`src/rtl/stream_mux_nb_rr.sv`:
```
// N-channel val/rdy stream multiplexer with select-directed or round-robin
// arbitration feeding a single registered output stage.
module stream_mux_nb_rr #(
    parameter int NBITS = 4,
    parameter int NCHAN = 8,
    parameter int SELW  = $clog2(NCHAN)
) (
    input  logic                   clk,
    input  logic                   reset_n,
    input  logic [NCHAN*NBITS-1:0] in_data,
    input  logic [NCHAN-1:0]       in_val,
    output logic [NCHAN-1:0]       in_rdy,
    input  logic                   mode,
    input  logic [SELW-1:0]        sel,
    output logic [NBITS-1:0]       out_data,
    output logic [SELW-1:0]        out_chan,
    output logic                   out_val,
    input  logic                   out_rdy
);

    logic [NBITS-1:0] out_data_r;
    logic [SELW-1:0]  out_chan_r;
    logic             out_val_r;
    logic [SELW-1:0]  rr_ptr_r;

    logic             stage_free_s;
    logic             sel_hit_s;
    logic             rr_hit_s;
    logic [SELW-1:0]  rr_idx_s;
    logic             grant_s;
    logic [SELW-1:0]  gidx_s;
    logic [NBITS-1:0] win_data_s;
    logic [NCHAN-1:0] in_rdy_s;
    logic             accept_s;

    // (base + off) modulo NCHAN; base and off are both below NCHAN.
    function automatic logic [SELW-1:0] wrap_add(input logic [SELW-1:0] base,
                                                 input int unsigned     off);
        logic [SELW:0] sum;
        sum = {1'b0, base} + (SELW+1)'(off);
        if (sum >= (SELW+1)'(NCHAN)) begin
            sum = sum - (SELW+1)'(NCHAN);
        end else begin
            sum = sum;
        end
        return sum[SELW-1:0];
    endfunction

    // Stage can take a new word when it is empty or being drained this cycle.
    always_comb begin
        stage_free_s = ~out_val_r | out_rdy;
    end

    // Select-directed hit; a select beyond NCHAN-1 matches no channel.
    always_comb begin
        sel_hit_s = 1'b0;
        for (int i = 0; i < NCHAN; i++) begin
            sel_hit_s = sel_hit_s | ((sel == SELW'(i)) & in_val[i]);
        end
    end

    // Round-robin search: scan offsets high to low so the nearest valid
    // channel at or after rr_ptr is the last one written.
    always_comb begin
        rr_hit_s = 1'b0;
        rr_idx_s = rr_ptr_r;
        for (int off = NCHAN - 1; off >= 0; off--) begin
            rr_hit_s = rr_hit_s | in_val[wrap_add(rr_ptr_r, off)];
            rr_idx_s = in_val[wrap_add(rr_ptr_r, off)] ? wrap_add(rr_ptr_r, off) : rr_idx_s;
        end
    end

    // Final grant selection between the two arbitration modes.
    always_comb begin
        grant_s = mode ? rr_hit_s : sel_hit_s;
        gidx_s  = mode ? rr_idx_s : sel;
    end

    // Winning channel data (AND-OR mux keeps in_data off every output path).
    always_comb begin
        win_data_s = {NBITS{1'b0}};
        for (int i = 0; i < NCHAN; i++) begin
            win_data_s = win_data_s
                       | ({NBITS{gidx_s == SELW'(i)}} & in_data[i*NBITS +: NBITS]);
        end
    end

    // One-hot ready toward the granted producer, forced low during reset.
    always_comb begin
        accept_s = reset_n & grant_s & stage_free_s;
        in_rdy_s = {NCHAN{1'b0}};
        for (int i = 0; i < NCHAN; i++) begin
            in_rdy_s[i] = accept_s & (gidx_s == SELW'(i));
        end
    end

    assign in_rdy   = in_rdy_s;
    assign out_data = out_data_r;
    assign out_chan = out_chan_r;
    assign out_val  = out_val_r;

    // Output stage: capture on accept, empty when free with nothing granted.
    always_ff @(posedge clk or negedge reset_n) begin
        if (!reset_n) begin
            out_data_r <= {NBITS{1'b0}};
            out_chan_r <= {SELW{1'b0}};
            out_val_r  <= 1'b0;
        end else if (stage_free_s) begin
            if (grant_s) begin
                out_data_r <= win_data_s;
                out_chan_r <= gidx_s;
                out_val_r  <= 1'b1;
            end else begin
                out_val_r  <= 1'b0;
            end
        end else begin
            out_val_r  <= out_val_r;
        end
    end

    // Round-robin pointer advances past the winner only on round-robin accepts.
    always_ff @(posedge clk or negedge reset_n) begin
        if (!reset_n) begin
            rr_ptr_r <= {SELW{1'b0}};
        end else if (accept_s && mode) begin
            rr_ptr_r <= (gidx_s == SELW'(NCHAN - 1)) ? {SELW{1'b0}} : gidx_s + SELW'(1);
        end else begin
            rr_ptr_r <= rr_ptr_r;
        end
    end

endmodule

```
`config.mk`:
```
export PLATFORM = sky130hd
export DESIGN_NAME = stream_mux_nb_rr
export DESIGN_NICKNAME = d
export VERILOG_FILES = /design/src/rtl/stream_mux_nb_rr.sv
export SDC_FILE = /design/constraint.sdc
export NUM_CORES = 1
export LEC_CHECK = 0
export ABC_AREA = 1
export CAP_MARGIN = 20
export CORE_MARGIN = 1.5
export CORE_UTILIZATION = 40
export CTS_CLUSTER_SIZE = 10
export DETAILED_ROUTE_END_ITERATION = 8
export GPL_ROUTABILITY_DRIVEN = 0
export PLACE_DENSITY = 0.72
export SLEW_MARGIN = 25
export SYNTH_ARGS = -nofsm -noshare
export SYNTH_HDL_FRONTEND = slang
export SYNTH_SLANG_ARGS = --single-unit
```
`constraint.sdc`:
```
create_clock -name clk -period 5.45 [get_ports clk]
set_clock_uncertainty 0.05 [all_clocks]
set_input_delay 0.8175 -clock clk [delete_from_list [all_inputs] [get_ports clk]]
set_output_delay 0.8175 -clock clk [all_outputs]
set_load 0.02 [all_outputs]
```
==> metrics.md, run 1 <==
| Metric | Value |
|---|---|
| Status | `finished clean` |
| GRT Total Usage | `22.4%` |
| Clk sinks | `11` |
| Drt drc | `0` |
| Final Util | `57.8%` |
| Die area | `0.00456 mm²` |
| Via count | `1985` |
| Hold Slack | `445 ps` |
| WS Path Type | `reg2out` |
| Worst hold-check path type | `reg2reg` |
| Net Count, Synth | `330` |
| Total I/O pin count | `63` |
| Final setup fails | `0` |
| Area Growth Syn to Fin | `39.0%` |
| VDD IR max | `0.230 mV` |
| WL/cell | `12.8 µm` |
| Post-DP HPWL | `4020 µm` |
| Worst setup margin | `332 ps` |
| Share of cells above drive strength 1 | `8.08%` |
| Fin crit period | `5120 ps` |
| Most frequent CP cell | `nand2_1` |
| Post-Layout Cell Count | `384` |
| RSZ-0062 raised after global routing | `false` |
| Initial antenna violation count | `0` |
| Top post-synthesis cells by area | `nand2_1, dfrtp_1, nand3_1, inv_1, nand4_1` |
| Total clock buffers created by CTS | `3` |
| Critical Path AT | `4250 ps` |
| Die height | `67.5 µm` |
| Placed cell count | `380` |
| CP Cell Sequence | `inv_4 > ha_1 > inv_1 > nand3_1 > nand3_2 > nand2_2 > nor2_1 > nand2_1 > nand3_1 > nand2_1 > nand2_1 > nand2_1 > nand2_1 > nand2_1 > nand2_1 > nand2_1 > inv_2 > ha_2 > inv_1 > nor3_1 > clkdlybuf4s50_1` |
| Final hold vios | `0` |
| Distinct cells, synth | `31` |
| Chip Width | `67.5 µm` |
| Global route total overflow | `0` |
| Leak | `1.12 nW` |
| Post-Synthesis Cells | `277` |
| Clock-pin slew on the worst setup and hold paths | `50 ps` |
| Setup TNS | `0 ps` |
| H-Tree Level Count | `1` |
| Clock Tree Buf Depth | `2` |
| Worst Setup End Kind | `primary output` |
| Vias/cell | `5.17` |
| Pre-CTS setup slack | `434 ps` |
| Vias in the first global route | `1720` |
| Max-cap viol count | `0` |
| Pin count of the biggest net entering global routing | `19` |
| Initial Util | `41.6%` |
| WL final | `4910 µm` |
| Pwr dens | `604 mW/mm²` |
| Cell Rows | `23` |
| Worst EP required | `4580 ps` |
| Clk root buf | `clkbuf_8` |
| Startpoint Class | `flop` |
| # diodes | `0` |
| Initial drt markers | `170` |
| Crit path max fanout | `12` |
| Tightest Pin Transition | `514 ps` |
| CP peak stage delay | `630 ps` |
| Max Clock Freq | `195 MHz` |
| Worst r2r path cells | `24` |
| Worst skew pair latency | `240 ps` |
| Mapped Area | `0.00166 mm²` |
| Crit-path slowest cell | `clkdlybuf4s50_1` |
| DR pass1 iterations | `4` |
| Final period util | `93.9%` |
| Worst rel slew slack | `65.7%` |
| Most area-hungry cell type in the Yosys netlist | `nand2_1` |
| Final-stage net count | `388` |
| Core region area | `0.00400 mm²` |
| Post-synthesis register bit count | `11` |
| Post-synth top area share | `18.0%` |
| Post-synthesis sequential area ratio | `16.5%` |
| Mapped Avg Cell Area | `6.01 µm²` |
| First-pass GRT wire length | `7930 µm` |
| CTS tree | `done` |
| Yosys warning count | `0` |
| Fin. max-slew vios | `0` |
| Final ANT Viol Nets | `0` |
| Hold Crit Depth | `2` |
| Buffers added on ports | `62` |
logic make-up after synthesis:
kind of cell | Yosys count | synth area share [%]
simple gates | 183 | 54.1
buf+inv | 50 | 14.8
compound gates | 25 | 8.95
flops | 11 | 16.5
fa+ha+maj | 6 | 4.51
xor+xnor | 2 | 1.05
registers in the layout, summed over array words and instances, names as in the netlist:
name and cells:
out_chan 3, out_data 4, out_val 1, rr_ptr_r 3
final cells by class:
class                           count  area [µm²]
Clock buffer                        4        45.0
Fill cell                         401        1690
Inverter                           40         156
Multi-Input combinational cell    216        1140
Sequential cell                    11         277
Tap cell                           50        62.6
Timing Repair Buffer               63         628
power breakdown:
part	switching, mW	internal [mW]	total [mW]	leakage [nW]
clock	0.0293	0.0512	0.0806	0.0228
sequential	0.0489	0.121	0.170	0.129
combinational	0.733	0.414	1.15	0.970
stage by stage:
| step | total power, mW | instance area (µm²) |
|---|---|---|
| floorplan | 1.06 | 1660 |
| detailed placement | 1.29 | 2260 |
| CTS | 1.38 | 2310 |
| global route | 1.54 | 2310 |
| finish | 1.40 | 2310 |
| global placement | 1.29 | 2260 |
critical path, delay by kind of cell, from the launching register on:
family	cells	cell delay [ps]
fa+ha+maj	2	720
buf+inv	5	1250
flops	1	580
simple gates	14	1470
routing by layer:
metal  vias to the layer above  global-route usage [%]  share of wire (%)
met3                         0                    2.17                5.6
met4                         0                    3.83                  0
li1                       1035                       -                  -
met1                       866                    32.7                 47
met5                         -                       0                  0
met2                        84                    35.9                 47
timing repair:
item | 4_1_cts | 5_1_grt
resized for setup | 0 | 2
endpoints found under the setup margin | 0 | 4
setup buffers | 0 | 0
hold buffers | 0 | 0
cells in the mapped netlist, drive strengths merged:
master and instances:
o22ai 2, dfrtp 11, a21oi 11, a22o 4, a221o 1, nand4 18, nor3 2, inv 39
nor4 2, ha 6, nand2 88, and2 1, xnor2 1, clkinv 1, a31oi 1, buf 10
nand3 54, xor2 1, o21ai 6, nor2 18
placed cells by master, fill, tap and decap left out, types with 2 or more instances in the layout:
cell             count
nand2_1             80
clkdlybuf4s50_1     62
nand3_1             50
inv_1               35
nand4_1             18
nor2_1              17
a21oi_1             11
dfrtp_1             10
ha_1                 5
nand3_2              4
nand2_4              4
a22o_1               4
o21ai_0              4
nand2_2              3
clkbuf_8             3
inv_4                2
inv_2                2
o21ai_1              2
nor4_2               2
nor3_1               2
o22ai_1              2
worst paths after layout:
check                            startpoint          end  slack (ps)
worst min-delay path            out_chan[2]  out_chan[2]         440
worst max register to register  rr_ptr_r[0]  out_data[3]        1620
worst min register to register  out_chan[2]  out_chan[2]         440
max in group asynchronous           reset_n  rr_ptr_r[1]        4110
worst max-delay path            rr_ptr_r[0]    in_rdy[6]         330
min in group asynchronous           reset_n  rr_ptr_r[2]         870
(Power assumes the default switching activity.)
==> run 2, diff against run 1 <==
- SKIP_LAST_GASP: unset -> 1
==> results of run 2 <==
Final layout, timing and power as in run 1 (identical DEF).
==> run 3, diff against run 2 <==
- CTS_CLUSTER_DIAMETER: unset -> 120
- PLACE_DENSITY: 0.72 -> unset
- PLACE_DENSITY_LB_ADDON: unset -> 0.05
- clock period: 5.45 -> 6.1 ns (I/O delays scaled with it)
==> metrics.md, run 3 (synthesis results as in run 1) <==
| Metric | Value |
|---|---|
| Status | `finished clean` |
| GRT Total Usage | `22.9%` |
| Startpoint Class | `flop` |
| CP Cell Sequence | `clkinv_2 > ha_1 > inv_1 > nand3_1 > nand3_2 > nand2_2 > nor2_1 > nand2_1 > nand3_1 > nand2_1 > nand2_1 > nand2_1 > nand2_1 > nand2_1 > nand2_1 > nand2_1 > inv_2 > ha_1 > inv_1 > nor3_1 > clkdlybuf4s50_1` |
| H-Tree Level Count | `1` |
| Final period util | `89.1%` |
| Final setup fails | `0` |
| Vias in the first global route | `1847` |
| # fillers | `398` |
| Sequential Area | `275 µm²` |
| Pwr dens | `538 mW/mm²` |
| Final ANT Viol Nets | `0` |
| Post-CTS setup buffer count | `0` |
| Worst skew pair latency | `240 ps` |
| Worst EP required | `5130 ps` |
| Initial drt markers | `157` |
| Clk sinks | `11` |
| Max-cap viol count | `0` |
| Clock-pin slew on the worst setup and hold paths | `50 ps` |
| Cell Rows | `23` |
| Critical Path AT | `4470 ps` |
| Die height | `67.5 µm` |
| Metal2 WL | `2480 µm` |
| Worst path buffer plus inverter count | `5` |
| Final hold vios | `0` |
| Chip Width | `67.5 µm` |
| Post-CTS Hold Fix Bufs | `0` |
| Pin count of the biggest net entering global routing | `19` |
| Post-DP HPWL | `4010 µm` |
| Crit path max fanout | `12` |
| Final Util | `57.7%` |
| Commonest cells after routing, fill and taps aside | `nand2_1, clkdlybuf4s50_1, nand3_1` |
| VDD IR max | `0.267 mV` |
| Final-stage net count | `388` |
| Initial antenna violation count | `0` |
| Most frequent CP cell | `nand2_1` |
| Die area | `0.00456 mm²` |
| Clk root buf | `clkbuf_8` |
| Worst hold-check path type | `reg2reg` |
| First-pass GRT wire length | `8000 µm` |
| Max Clock Freq | `184 MHz` |
| Drt drc | `0` |
| Metal-1 WL | `2190 µm` |
| Post-Layout Cell Count | `384` |
| Area Growth Syn to Fin | `38.8%` |
| Setup TNS | `0 ps` |
| WL/cell | `12.8 µm` |
| CP peak stage delay | `630 ps` |
| WL final | `4930 µm` |
| WS Path Type | `reg2out` |
| Commonest non-fill, non-tap cell in the layout | `nand2_1` |
| Cts repair resizes | `0` |
| CTS tree | `done` |
| Fin. max-slew vios | `0` |
| # diodes | `0` |
| Crit-path slowest cell | `clkdlybuf4s50_1` |
| Total clock buffers created by CTS | `3` |
| Global route total overflow | `0` |
| Placed cell count | `380` |
| RSZ-0062 raised after global routing | `false` |
| Max reg flops | `4` |
| Met3 routed WL | `212 µm` |
| Leak | `1.12 nW` |
| Tightest Pin Transition | `508 ps` |
| Initial Util | `41.6%` |
| Vias/cell | `5.18` |
| Core region area | `0.00400 mm²` |
| Total I/O pin count | `63` |
| Buffers added on ports | `62` |
| Share of cells above drive strength 1 | `7.49%` |
| DR top layer | `met4` |
| Via count | `1989` |
| Fin crit period | `5430 ps` |
| Worst rel slew slack | `66.0%` |
| DR pass1 iterations | `4` |
| Worst Setup End Kind | `primary output` |
| Footprint of the multi-input gates | `0.00114 mm²` |
| Top delay family on crit path | `simple AND/OR/NAND/NOR gates` |
| Clock Tree Buf Depth | `2` |
==> run 3: final timing paths <==
| check | start | to | slack [ps] | cells past startpoint |
|---|---|---|---|---|
| setup / recovery | rr_ptr_r[1] | in_rdy[2] | 670 | 21 |
| hold / removal | out_val | out_val | 460 | 2 |
| setup reg to reg | rr_ptr_r[1] | out_data[0] | 2110 | 24 |
| hold reg to reg | out_val | out_val | 460 | 2 |
| max in group asynchronous | reset_n | out_chan[0] | 4690 | 1 |
| min in group asynchronous | reset_n | out_val | 970 | 1 |
==> run 3: worst min-delay path, delay by kind of cell, from the launching register on <==
family | cells | cell delay [ps]
flip-flops | 1 | 340
AND/OR/NAND/NOR | 2 | 130
==> run 3: per-layer routing <==
metal,track usage (%),vias to the layer above
li1,-,1038
met1,27.3,890
met2,42.9,57
met3,3.50,4
met4,4.85,0
met5,0,-
==> run 3: layout make-up <==
cell class / instances / area share [%]
inverter: 40 / 6.77
multi-input combinational: 216 / 49.5
timing repair buffer: 63 / 27.2
tap: 50 / 2.71
clock buffer: 4 / 1.95
sequential: 11 / 11.9
==> run 3: metrics by stage <==
stage / hold slack (ps) / setup slack, ps / power, mW / cell area [µm²]
after floorplan: 525 / 2070 / 0.946 / 1660
after global placement: 425 / 910 / 1.16 / 2260
after detailed placement: 431 / 916 / 1.16 / 2260
after CTS: 461 / 682 / 1.24 / 2310
after global routing: 480 / 258 / 1.38 / 2310
final: 456 / 666 / 1.24 / 2310
==> run 3: where the power goes <==
group | switching, mW | internal, mW | leakage (nW) | total (mW)
Clock | 0.0260 | 0.0458 | 0.0228 | 0.0717
Sequential | 0.0433 | 0.107 | 0.131 | 0.151
Combinational | 0.653 | 0.368 | 0.971 | 1.02
